===== config.mk =====
export PLATFORM = sky130hd
export DESIGN_NAME = signal_sel_nch
export DESIGN_NICKNAME = d
export VERILOG_FILES = /design/src/rtl/signal_sel_pkg.sv /design/src/rtl/uart_cmd_capture.sv /design/src/rtl/signal_sel_nch.sv
export SDC_FILE = /design/constraint.sdc
export NUM_CORES = 1
export LEC_CHECK = 0
export BUFFER_PORTS_ARGS = -buffer_cell sky130_fd_sc_hd__buf_2
export CAP_MARGIN = 25
export CORE_MARGIN = 2
export CORE_UTILIZATION = 45
export DETAILED_ROUTE_END_ITERATION = 10
export PLACE_DENSITY = 0.73
export SETUP_SLACK_MARGIN = 0.02
export SYNTH_ARGS = -nofsm -noshare
export SYNTH_HDL_FRONTEND = slang
export SYNTH_HIERARCHICAL = 1
export SYNTH_SLANG_ARGS = --single-unit
export TNS_END_PERCENT = 100

===== constraint.sdc =====
create_clock -name sys_clk -period 2.11 [get_ports sys_clk]
set_input_delay 0.422 -clock sys_clk [delete_from_list [all_inputs] [get_ports sys_clk]]
set_output_delay 0.422 -clock sys_clk [all_outputs]
set_load 0.005 [all_outputs]

===== src/rtl/signal_sel_pkg.sv =====
// -----------------------------------------------------------------------------
// signal_sel_pkg
// Shared definitions for the N-channel signal selector: command opcodes,
// response bytes, FSM state encoding, the pending-change record and the
// status-byte helper.
// -----------------------------------------------------------------------------
package signal_sel_pkg;

    // Command opcodes, carried in uart_data[7:6]
    localparam logic [1:0] OP_SEL  = 2'b00;
    localparam logic [1:0] OP_MUTE = 2'b01;
    localparam logic [1:0] OP_QRY  = 2'b10;
    localparam logic [1:0] OP_RSV  = 2'b11;

    // Response bytes returned to the UART sender
    localparam logic [7:0] ACK_BYTE = 8'h06;
    localparam logic [7:0] NAK_BYTE = 8'h15;

    // FSM state encoding
    typedef logic [1:0] fsm_state_t;
    localparam fsm_state_t ST_IDLE   = 2'd0;
    localparam fsm_state_t ST_DECODE = 2'd1;
    localparam fsm_state_t ST_PEND   = 2'd2;
    localparam fsm_state_t ST_ACK    = 2'd3;

    // A decoded setting change waiting for the next sample tick
    typedef struct packed {
        logic       is_mute;
        logic [5:0] arg;
    } pend_t;

    // Status byte returned by QUERY: {muted, 0, channel index}
    function automatic logic [7:0] status_byte(input logic mute, input logic [5:0] sel);
        return {mute, 1'b0, sel};
    endfunction

endpackage


===== src/rtl/uart_cmd_capture.sv =====
// -----------------------------------------------------------------------------
// uart_cmd_capture
// Rising-edge detect on the UART receive-done level plus capture of the
// received command byte.
//
// Ports:
//   sys_clk    in   system clock
//   sys_rst    in   asynchronous active-low reset
//   uart_en    in   receive-done level; uart_data stable while high
//   uart_data  in   received byte
//   cmd_stb    out  one-cycle strobe on the first cycle uart_en is seen high
//   cmd_byte   out  byte captured on the cmd_stb cycle, valid from the next cycle
// -----------------------------------------------------------------------------
module uart_cmd_capture (
    input  logic       sys_clk,
    input  logic       sys_rst,
    input  logic       uart_en,
    input  logic [7:0] uart_data,
    output logic       cmd_stb,
    output logic [7:0] cmd_byte
);

    logic e1;
    logic e2;

    always_ff @(posedge sys_clk or negedge sys_rst) begin
        if (!sys_rst) begin
            e1       <= 1'b0;
            e2       <= 1'b0;
            cmd_byte <= 8'h00;
        end else begin
            e1 <= uart_en;
            e2 <= e1;
            if (cmd_stb)
                cmd_byte <= uart_data;
        end
    end

    assign cmd_stb = e1 & ~e2;

endmodule


===== src/rtl/signal_sel_nch.sv =====
// -----------------------------------------------------------------------------
// signal_sel_nch
// Selects one of NUM_CH generator channels for the output sample stream,
// controlled by UART command bytes (SELECT / MUTE / QUERY). Setting changes
// take effect only at a sample-tick boundary so the stream never glitches.
// Each accepted command is answered with ACK/NAK/status over valid/ready.
//
// Ports:
//   sys_clk, sys_rst       clock, asynchronous active-low reset
//   sig_in                 NUM_CH packed samples, channel k at [k*DATA_W +: DATA_W]
//   uart_en, uart_data     received command level and byte
//   data_out, data_out_en  registered sample and its one-cycle strobe
//   cur_sel, muted         active channel and mute status
//   ack_valid, ack_data    response byte handshake, ack_ready from the sender
//   cmd_drop               one-cycle pulse when a command arrives while busy
//
// state  | meaning
// -------+-------------------------------------------------------------
// IDLE   | waiting for a command strobe
// DECODE | classify captured byte; errors and queries answer immediately
// PEND   | valid SELECT/MUTE waiting for the next sample tick to apply
// ACK    | response presented, held until ack_ready
// -----------------------------------------------------------------------------
module signal_sel_nch
    import signal_sel_pkg::*;
#(
    parameter int DATA_W     = 8,
    parameter int NUM_CH     = 4,
    parameter int SEL_W      = $clog2(NUM_CH),
    parameter int DIV        = 4,
    parameter int DEFAULT_CH = 0
) (
    input  logic                     sys_clk,
    input  logic                     sys_rst,
    input  logic [NUM_CH*DATA_W-1:0] sig_in,
    input  logic                     uart_en,
    input  logic [7:0]               uart_data,
    output logic [DATA_W-1:0]        data_out,
    output logic                     data_out_en,
    output logic [SEL_W-1:0]         cur_sel,
    output logic                     muted,
    output logic                     ack_valid,
    output logic [7:0]               ack_data,
    input  logic                     ack_ready,
    output logic                     cmd_drop
);

    localparam int CNT_W = (DIV > 1) ? $clog2(DIV) : 1;
    localparam logic [CNT_W-1:0] CNT_LAST = CNT_W'(DIV - 1);

    logic             cmd_stb;
    logic [7:0]       cmd_byte;
    logic [CNT_W-1:0] tick_cnt;
    logic             tick;
    logic [DATA_W-1:0] ch_sample;
    fsm_state_t       state;
    pend_t            pend;
    logic             sel_ok;

    uart_cmd_capture u_cmd_capture (
        .sys_clk   (sys_clk),
        .sys_rst   (sys_rst),
        .uart_en   (uart_en),
        .uart_data (uart_data),
        .cmd_stb   (cmd_stb),
        .cmd_byte  (cmd_byte)
    );

    // Sample-rate tick: last cycle of each DIV-cycle period
    assign tick = (tick_cnt == CNT_LAST);

    always_ff @(posedge sys_clk or negedge sys_rst) begin
        if (!sys_rst)
            tick_cnt <= '0;
        else if (tick)
            tick_cnt <= '0;
        else
            tick_cnt <= tick_cnt + 1'b1;
    end

    assign ch_sample = sig_in[int'(cur_sel) * DATA_W +: DATA_W];

    always_ff @(posedge sys_clk or negedge sys_rst) begin
        if (!sys_rst) begin
            data_out    <= '0;
            data_out_en <= 1'b0;
        end else begin
            data_out_en <= tick;
            if (tick)
                data_out <= muted ? '0 : ch_sample;
        end
    end

    assign sel_ok = (int'(cmd_byte[5:0]) < NUM_CH);

    always_ff @(posedge sys_clk or negedge sys_rst) begin
        if (!sys_rst) begin
            state     <= ST_IDLE;
            cur_sel   <= SEL_W'(DEFAULT_CH);
            muted     <= 1'b0;
            ack_valid <= 1'b0;
            ack_data  <= 8'h00;
            cmd_drop  <= 1'b0;
            pend      <= '0;
        end else begin
            // A strobe outside IDLE is discarded; the FSM does not see it
            cmd_drop <= cmd_stb && (state != ST_IDLE);

            case (state)
                ST_IDLE: begin
                    if (cmd_stb)
                        state <= ST_DECODE;
                end

                ST_DECODE: begin
                    case (cmd_byte[7:6])
                        OP_SEL: begin
                            if (sel_ok) begin
                                pend  <= '{is_mute: 1'b0, arg: cmd_byte[5:0]};
                                state <= ST_PEND;
                            end else begin
                                ack_data  <= NAK_BYTE;
                                ack_valid <= 1'b1;
                                state     <= ST_ACK;
                            end
                        end
                        OP_MUTE: begin
                            pend  <= '{is_mute: 1'b1, arg: cmd_byte[5:0]};
                            state <= ST_PEND;
                        end
                        OP_QRY: begin
                            ack_data  <= status_byte(muted, 6'(cur_sel));
                            ack_valid <= 1'b1;
                            state     <= ST_ACK;
                        end
                        default: begin
                            ack_data  <= NAK_BYTE;
                            ack_valid <= 1'b1;
                            state     <= ST_ACK;
                        end
                    endcase
                end

                // The tick-cycle sample still uses the old setting because
                // data_out and the setting update share this edge.
                ST_PEND: begin
                    if (tick) begin
                        if (pend.is_mute)
                            muted <= pend.arg[0];
                        else
                            cur_sel <= pend.arg[SEL_W-1:0];
                        ack_data  <= ACK_BYTE;
                        ack_valid <= 1'b1;
                        state     <= ST_ACK;
                    end
                end

                ST_ACK: begin
                    if (ack_ready) begin
                        ack_valid <= 1'b0;
                        state     <= ST_IDLE;
                    end
                end

                default: state <= ST_IDLE;
            endcase
        end
    end

endmodule


======== Yosys cells after proc, flatten, opt, wreduce, memory -nomap -nowiden ========
Index checks and enable logic that the tools add are counted.
word-level totals
  output and inout port bits .............. 22
  register bits after elaboration ......... 39
  word-level logic and storage cells ...... 64
operators by class
  add/sub/neg operators ................... 1
  shift-type cells ........................ 1
  magnitude comparators ................... 1
  equal/unequal tests ..................... 12
  reductions and logical operators ........ 13
  bitwise logic cells ..................... 3
  multiplexer cells ....................... 19
operators with widths
  cell                   count
  $shiftx A32 B6 Y8      1
  $mux W8                3
  $pmux W8 S3            1
  $pmux W8 S2            1
  $pmux W7 S2            1
  $reduce_and A3 Y1      4
  $ne A2 B2 Y1 const B   5
  $eq A2 B2 Y1 const B   4
  $mux W2                4
  $pmux W2 S4            1
  $mux W7                1
  $lt A6 B3 Y1 const B   1
  $reduce_bool A2 Y1     3
  $reduce_and A5 Y1      1
  $eq A2 B1 Y1 const B   2
  $logic_not A2 Y1       2
  $mux W1                4
  $pmux W2 S2            1
  $reduce_and A4 Y1      1
  $ne A3 B3 Y1 const B   1
  $pmux W1 S3            1
  $reduce_bool A3 Y1     1
  $add A2 B1 Y2 const B  1
  $not A1 Y1             2
  other kinds (3)        3

======== Longest topological paths before layout ========
Gate-level depths: netlist of run 1.
  depth in word-level cells ............... 4
  depth in mapped cells ................... 6
  depth with buffers taken out ............ 5

======== Hierarchy ========
The synthesis of run 1 kept the hierarchy.
modules (own cells, without submodules)
  module            times used  cells each  area an instance (um2)
  signal_sel_nch    1           120         1433.9
  uart_cmd_capture  1           20          404.1

======== Least setup slack after synthesis of run 1 ========
No wires, ideal clock.
  path type ............................... reg-to-reg
  from .................................... register state[0]
  to ...................................... register state[1]
  path slack .............................. 0.506 ns
  required time ........................... 1.985 ns
  clock period less this slack ............ 1.604 ns
  cell stages (with the launch flop) ...... 7
  data arrival time ....................... 1.479 ns
  path through ............................ dfrtp_1 -> inv_1 -> ha_1 -> buf_2 -> and2b_1 -> nor3_1 -> mux2_2
between the ends
  cells in the longest elaborated chain, start to end .. 3
  elaborated cells between the ends (all ways) .. 9
  those cells by class .................... eq/ne: 6; mux: 1; reduce/logical: 2
ends and longest elaborated chain
  item                                                     RTL line               RTL
  from (decl)                                              signal_sel_nch.sv:56   fsm_state_t state;
  from (signal assigned)                                   signal_sel_nch.sv:98   state <= ST_IDLE;
  from (signal assigned)                                   signal_sel_nch.sv:112  state <= ST_DECODE;
  from (signal assigned)                                   signal_sel_nch.sv:120  state <= ST_PEND;
  $eq A2 B2 Y1 / $logic_not A2 Y1 (equally long branches)  signal_sel_nch.sv:109  case (state)
  $ne A2 B2 Y1 (no source line)                            n/a
  $reduce_and A3 Y1 (no source line)                       n/a
Parallel ways exist; a longest one is shown, timed or not.
A chain may end at the register's enable or synchronous reset.

======== Final worst setup path of run 1 ========
  from .................................... register state[0]
  to ...................................... register ack_data[7]
between the ends
  cells in the longest elaborated chain, start to end .. 3
  elaborated cells between the ends (all ways) .. 8
  those cells by class .................... eq/ne: 5; mux: 1; reduce/logical: 2
ends and longest elaborated chain
  item                                                   RTL line               RTL
  $eq A2 B1 Y1 / $eq A2 B2 Y1 (equally long branches)    signal_sel_nch.sv:109
  $ne A3 B3 Y1 (no source line) (tied with other cells)  n/a
  $reduce_and A4 Y1 (no source line)                     n/a
  to (signal assigned)                                   signal_sel_nch.sv:132  ack_data <= status_byte(muted, 6'(cur_sel));
  to (decl)                                              signal_sel_nch.sv:43   output logic [7:0] ack_data,
Parallel ways exist; a longest one is shown, timed or not.

==> results of run 1 <==
## worst max-delay path, stage by stage, from the launching register on
cell and delay (ns):
dfrtp_1 0.40, inv_1 0.11, ha_1 0.37, mux2i_1 0.19, a211oi_4 0.31, mux2_2 0.37
## metal layers
metal / part of all wire (%) / GRT usage (%) / wire length, um / up-vias
li1: - / - / - / 611
met1: 42 / 18.8 / 1420 / 601
met2: 50 / 28.6 / 1690 / 40
met3: 6.9 / 4.77 / 234 / 4
met4: 1.0 / 5.75 / 34 / 0
met5: 0 / 0 / 0 / -
## synthesized netlist by cell type
cell | number | area share (%)
dfrtp_1 | 36 | 49
inv_1 | 22 | 4.5
mux2_2 | 9 | 5.5
mux2_4 | 8 | 6.5
mux4_2 | 8 | 9.8
o22ai_1 | 8 | 2.7
ha_1 | 5 | 3.4
nor2b_1 | 5 | 1.7
buf_2 | 3 | 0.82
buf_4 | 3 | 1.2
nor2_1 | 3 | 0.61
a21oi_1 | 2 | 0.54
mux2i_1 | 2 | 1.1
o211ai_1 | 2 | 0.82
o31ai_1 | 2 | 0.82
or4_1 | 2 | 0.82
a211oi_4 | 1 | 1.1
and2b_1 | 1 | 0.41
and3_1 | 1 | 0.34
and3b_1 | 1 | 0.48
and3b_4 | 1 | 0.68
buf_1 | 1 | 0.20
buf_12 | 1 | 1.1
clkbuf_1 | 1 | 0.20
conb_1 | 1 | 0.20
nand2b_1 | 1 | 0.34
nand3_1 | 1 | 0.27
nor2b_4 | 1 | 0.75
nor3_1 | 1 | 0.27
nor4_1 | 1 | 0.34
nor4_4 | 1 | 1.2
o211a_1 | 1 | 0.54
o21a_1 | 1 | 0.41
o21ba_2 | 1 | 0.54
o21bai_1 | 1 | 0.41
or3_1 | 1 | 0.34
## registers in the layout, summed over array words and instances (netlist names)
name	cells
u_cmd_capture/e1	1
pend	3
u_cmd_capture/cmd_byte	8
ack_valid	1
tick_cnt	2
u_cmd_capture/e2	1
data_out	8
state	2
muted	1
data_out_en	1
ack_data	5
cmd_drop	1
cur_sel	2
## how the worst max path moves through the flow
stage          cells after the start     endpoint
6_report                           5  ack_data[7]
5_1_grt                            5  ack_data[0]
4_1_cts                            5  ack_data[4]
3_5_place_dp                       5  ack_data[0]
3_3_place_gp                       5  ack_data[4]
2_1_floorplan                      6     state[1]
## kinds of logic after synthesis
kind of cell	after synthesis
fa+ha+maj	5
mux	27
other cells	1
buf+inv	31
compound gates	19
simple gates	21
flops	36
## area by class of cell
| class | count | area (um^2) |
|---|---|---|
| inverter | 22 | 82.6 |
| clock buffer | 6 | 82.6 |
| fill | 359 | 1710 |
| multi-input combinational | 75 | 797 |
| sequential | 36 | 901 |
| timing repair buffer | 64 | 325 |
| clock inverter | 2 | 10.0 |
| tap | 50 | 62.6 |
## power breakdown
part           total [mW]  switching (mW)  internal, mW  leakage, nW
Sequential           1.13           0.214         0.921        0.434
Clock               0.489           0.229         0.260       0.0510
Combinational        1.01           0.411         0.599        0.663
## per-stage QoR
| step | hold slack [ns] | area, um^2 |
|---|---|---|
| floorplan | 0.126 | 1850 |
| CTS | 0.238 | 2260 |
| global route | 0.238 | 2260 |
| global placement | 0.369 | 2170 |
| detailed placement | 0.367 | 2170 |
| finish | 0.205 | 2260 |
==> flow_metrics.py, run 1 <==
metrics = {
    "detailed_routing": {
        "vias_per_cell": 4.93,
        "drtAntennaViolNets": 0,
        "drc": 0,
        "drtIter0Drc": 44,
        "post_drt_wl_per_cell_um": 13.2,
        "wl_um": 3380,
        "drtPass1Iterations": 4,
        "vias": 1256,
    },
    "synth": {
        "synth_top_family_by_area": "multiplexers",
        "yosysWarnings": 6,
        "syn_area_per_cell_um2": 13.1,
        "synthSimpleGateAreaFrac_pct": 8.51,
        "muxShareOfSynthArea_pct": 22.9,
        "synth-compound-area-share_pct": 7.90,
        "ys_seq_area_share_pct": 49.0,
        "synth_fa_ha_area_share_pct": 3.40,
        "synth_cells": 140,
        "synth_area_um2": 1840,
        "synth_cell_types": 36,
        "yosys.area_share.xor_xnor_pct": 0,
        "ys_seq_elements": 36,
    },
    "cells_and_area": {
        "fin_cells": 255,
        "final_cell_mix": "62 x buf_2, 36 x dfrtp_1, 22 x inv_1",
        "fin_util_pct": 56.9,
        "area_growth_pct": 23.0,
        "final_common_cell": "buf_2",
        "drive_above_1_share_pct": 49.8,
        "diodes": 0,
        "final_nets": 253,
    },
    "sta": {
        "rsz0062_at_grt": "false",
        "finalClockSkew_ns": 0.00506,
        "drv_slew": 0,
        "worstMarginPinSlew_ns": 0.774,
        "max_slew_margin_pct": 48.4,
        "min_period_over_period_pct": 88.4,
        "fin_ws_ns": 0.244,
        "hold_viol": 0,
        "fin_crit_ns": 1.87,
        "finalSetupViolCount": 0,
        "final.setup.tns_ns": 0,
        "fmax_mhz": 536,
    },
    "clock_network": {
        "ctsHoldBuffers": 0,
        "cts_buffers": 5,
        "clkTransAtPathRegs_ns": 0.07,
        "root_buffer": "clkbuf_8",
        "h-tree-depth": 2,
        "clockBufferDepth": 2,
        "post_cts_buffers": 0,
        "cts_tree": "built",
        "cts_resized": 0,
        "clkLatencyLatePin_ns": 0.29,
        "cts.sinks": 36,
    },
    "flow_run": {
        "drv_cap": 0,
    },
    "global_routing": {
        "grt_pass1_vias": 1268,
        "grtUsageTotal_pct": 16.2,
        "grt-ovfl-total": 0,
        "antenna_found_initial": 0,
        "grt_max_degree": 37,
        "grt_pass1_wl_um": 5530,
    },
    "die": {
        "num_io_pins": 66,
        "die_w_um": 67.9,
        "die_h_um": 67.9,
        "core_um2": 3970,
        "die_area_um2": 4610,
        "initial_utilization_pct": 46.3,
        "fp-row-count": 23,
    },
    "place": {
        "dp.cells": 247,
        "dpl.hpwl_um": 2660,
        "place_congestion": 0.749,
        "pre_cts_ws_ns": 0.250,
        "placement.io_buffers": 62,
    },
    "setup_path": {
        "cp-start-kind": "flop",
        "reg2reg_to": "ack_data[7]",
        "crit_required_ns": 2.28,
        "cp-startpoint": "state[0]",
        "reg2reg_depth": 5,
        "rrSetupSlack_ns": 0.24,
        "end_kind": "flop",
        "crit_fanout": 11,
        "crit_arrival_ns": 2.03,
        "setup.worst_path.class": "flop to flop",
        "r2r-start": "state[0]",
    },
    "pwr": {
        "p_leak_nw": 1.15,
        "power_mw": 2.63,
        "peakVddDrop_uv": 648,
        "p_per_area_nw_per_um2": 1160,
    },
    "min_path": {
        "hold_path.class": "primary input to asynchronous set/reset pin",
    },
    "status": {
        "status": "finished, final reports clean",
    },
}
No activity file was read; power rests on OpenSTA's default activity.
==> run 2: changes to the inputs <==
--- a/config.mk
+++ b/config.mk
@@ -10,10 +10,10 @@
 export CORE_MARGIN = 2
 export CORE_UTILIZATION = 45
 export DETAILED_ROUTE_END_ITERATION = 10
-export PLACE_DENSITY = 0.73
+export PLACE_DENSITY = 0.74
+export RECOVER_POWER = 25
 export SETUP_SLACK_MARGIN = 0.02
 export SYNTH_ARGS = -nofsm -noshare
 export SYNTH_HDL_FRONTEND = slang
-export SYNTH_HIERARCHICAL = 1
 export SYNTH_SLANG_ARGS = --single-unit
 export TNS_END_PERCENT = 100
==> flow_metrics.py, run 2 <==
metrics = {
    "status": {
        "status": "finished, final reports clean",
    },
    "detailed_routing": {
        "vias_per_cell": 5.01,
        "wl_um": 3710,
        "drc": 0,
        "vias": 1337,
        "drtIter0Drc": 61,
        "post_drt_wl_per_cell_um": 13.9,
        "drtAntennaViolNets": 0,
        "drtPass1Iterations": 4,
    },
    "synth": {
        "synth_common_cells": "36 x dfrtp_1, 25 x nand2_1, 20 x inv_1",
        "yosys-top-cells-area": "dfrtp_1 51%, mux4_2 10%, mux2_2 6.3%",
        "synthFlopType": "dfrtp_1",
        "synth_area_um2": 1780,
        "yosysTopAreaCell": "dfrtp_1",
        "yosysWarnings": 0,
        "syn_area_per_cell_um2": 11.5,
        "synth_cell_types": 33,
        "ys_seq_area_share_pct": 50.6,
        "yosysTopAreaCellShare_pct": 50.6,
        "postSynth.asyncResetShare_pct": 100,
        "synth_edf_count": 0,
        "ys_seq_elements": 36,
        "yosysMostFrequentCell": "dfrtp_1",
        "synth_cells": 155,
    },
    "sta": {
        "finalClockSkew_ns": 0.00574,
        "fmax_mhz": 512,
        "timing.hold.ws_ns": 0.231,
        "hold_viol": 0,
        "final.setup.tns_ns": 0,
        "rsz0062_at_grt": "false",
        "drv_slew": 0,
        "fin_crit_ns": 1.95,
        "worstMarginPinSlew_ns": 0.881,
        "min_period_over_period_pct": 92.5,
        "fin_ws_ns": 0.158,
        "finalSetupViolCount": 0,
        "max_slew_margin_pct": 41.3,
    },
    "setup_path": {
        "crit_arrival_ns": 2.13,
        "crit_path_max_incr_delay_ns": 0.51,
        "cp_num_cells": 5,
        "cp.buffers_inverters": 1,
        "cp_slowest_cell": "a2111oi_4",
        "rrSetupSlack_ns": 0.16,
        "reg2reg_depth": 5,
        "setup.worst_path.class": "flop to flop",
        "crit_fanout": 5,
        "r2r-start": "state[1]",
        "path_cells": "inv_1, ha_1, and3b_2, a2111oi_4, mux2_2",
        "end_kind": "flop",
        "cp-start-kind": "flop",
        "crit_family": "compound AO/OA/AOI/OAI gates",
        "reg2reg_to": "ack_data[2]",
        "worstSetupEndpoint": "ack_data[2]",
        "crit_required_ns": 2.28,
        "cp-startpoint": "state[1]",
    },
    "global_routing": {
        "grt_max_degree": 37,
        "grt-ovfl-total": 0,
        "grt_pass1_wl_um": 6250,
        "antenna_found_initial": 0,
        "grtUsageTotal_pct": 19.4,
        "grt_pass1_vias": 1403,
    },
    "cells_and_area": {
        "final_cell_mix": "61 x buf_2, 36 x dfrtp_1, 25 x nand2_1",
        "top_regs": "data_out (8), u_cmd_capture.cmd_byte (8), ack_data (5)",
        "final_common_cell": "buf_2",
        "area_growth_pct": 28.3,
        "diodes": 0,
        "final_nets": 267,
        "drive_above_1_share_pct": 43.8,
        "fin_cells": 267,
        "design_area_um2": 2280,
    },
    "pwr": {
        "p_leak_nw": 1.17,
        "p_per_area_nw_per_um2": 1300,
        "peakVddDrop_uv": 694,
    },
    "place": {
        "dpl.hpwl_um": 2820,
        "placement.io_buffers": 62,
        "place_congestion": 0.738,
        "placed_cell_area_um2": 2120,
        "pre_cts_ws_ns": 0.159,
        "dp.cells": 259,
    },
    "die": {
        "die_area_um2": 4470,
        "fp-row-count": 22,
        "initial_utilization_pct": 47.5,
        "num_io_pins": 66,
        "core_um2": 3740,
        "die_h_um": 66.9,
        "die_w_um": 66.9,
    },
    "clock_network": {
        "cts_tree": "built",
        "root_buffer": "clkbuf_8",
        "clkTransAtPathRegs_ns": 0.07,
        "cts_buffers": 5,
        "clkLatencyLatePin_ns": 0.29,
        "cts.sinks": 36,
        "clockBufferDepth": 2,
        "h-tree-depth": 2,
    },
    "min_path": {
        "hold_path.class": "primary input to flop",
    },
    "flow_run": {
        "drv_cap": 0,
    },
}
-- run 2: cell count changes in the layout (fill, tap and decap cells not counted), moves of 2 or more --
cell / previous run / this run
inv_1: 22 / 20
bufinv_16: 0 / 3
nand2_1: 0 / 25
mux2_4: 8 / 0
clkinv_2: 2 / 0
nand2b_1: 1 / 3
or4_1: 2 / 0
-- run 2: metal layers --
metal | part of all wire (%) | GRT usage, % | up-vias
met3 | 6.0 | 4.22 | 7
met4 | 1.8 | 9.44 | 0
li1 | - | - | 643
met1 | 41 | 21.9 | 644
met2 | 51 | 34.3 | 43
met5 | 0 | 0 | -
-- run 2: layout make-up --
class,instances,area [um^2]
sequential,36,901
timing repair buffer,64,325
fill,342,1460
clock buffer,5,68.8
inverter,20,75.1
tap,48,60.1
clock inverter,3,90.1
multi-input combinational,91,762
-- run 2: cells by family after synthesis --
kind of cell,synth area share [%]
AOI/OAI and AO/OA,8.02
adders and majority gates,3.52
muxes,17.0
DFF,50.6
other,0.211
buffers and inverters,7.10
and+or+nand+nor,13.5
-- run 2: worst min-delay path by stage --
stage / startpoint / end / slack [ns] / depth (start not counted)
2_1_floorplan: sys_rst / ack_data[0] / 0.13 / 0
3_3_place_gp: u_cmd_capture.e1 / u_cmd_capture.e2 / 0.38 / 0
3_5_place_dp: u_cmd_capture.e1 / u_cmd_capture.e2 / 0.38 / 0
4_1_cts: sys_rst / pend[1] / 0.23 / 1
5_1_grt: uart_en / u_cmd_capture.e1 / 0.21 / 1
6_report: uart_en / u_cmd_capture.e1 / 0.23 / 1
-- run 2: through the flow --
stage               total power, mW  utilization (%)
detailed placement             2.16             56.7
finish                         2.97             61.0
floorplan                      1.81                -
CTS                            3.00             60.9
global route                   3.18             61.0
global placement               2.11             56.7
-- run 2: worst register-to-register path, cell delays in order, from the launching register on --
cell and delay [ns]:
dfrtp_1 0.40, inv_1 0.08, ha_1 0.22, and3b_2 0.25, a2111oi_4 0.51, mux2_2 0.39
-- run 2: what timing repair did --
item | CTS | global route
buffers inserted | 0 | 0
hold endpoints to repair | 0 | 0
gates resized for setup | 0 | 1
endpoints found under the setup margin | 0 | 3
hold buffers | 0 | 0
-- run 2: power by group --
group / internal [mW] / total (mW) / switching, mW
clock network: 0.591 / 0.836 / 0.245
logic: 0.585 / 1.03 / 0.441
registers: 0.916 / 1.11 / 0.195
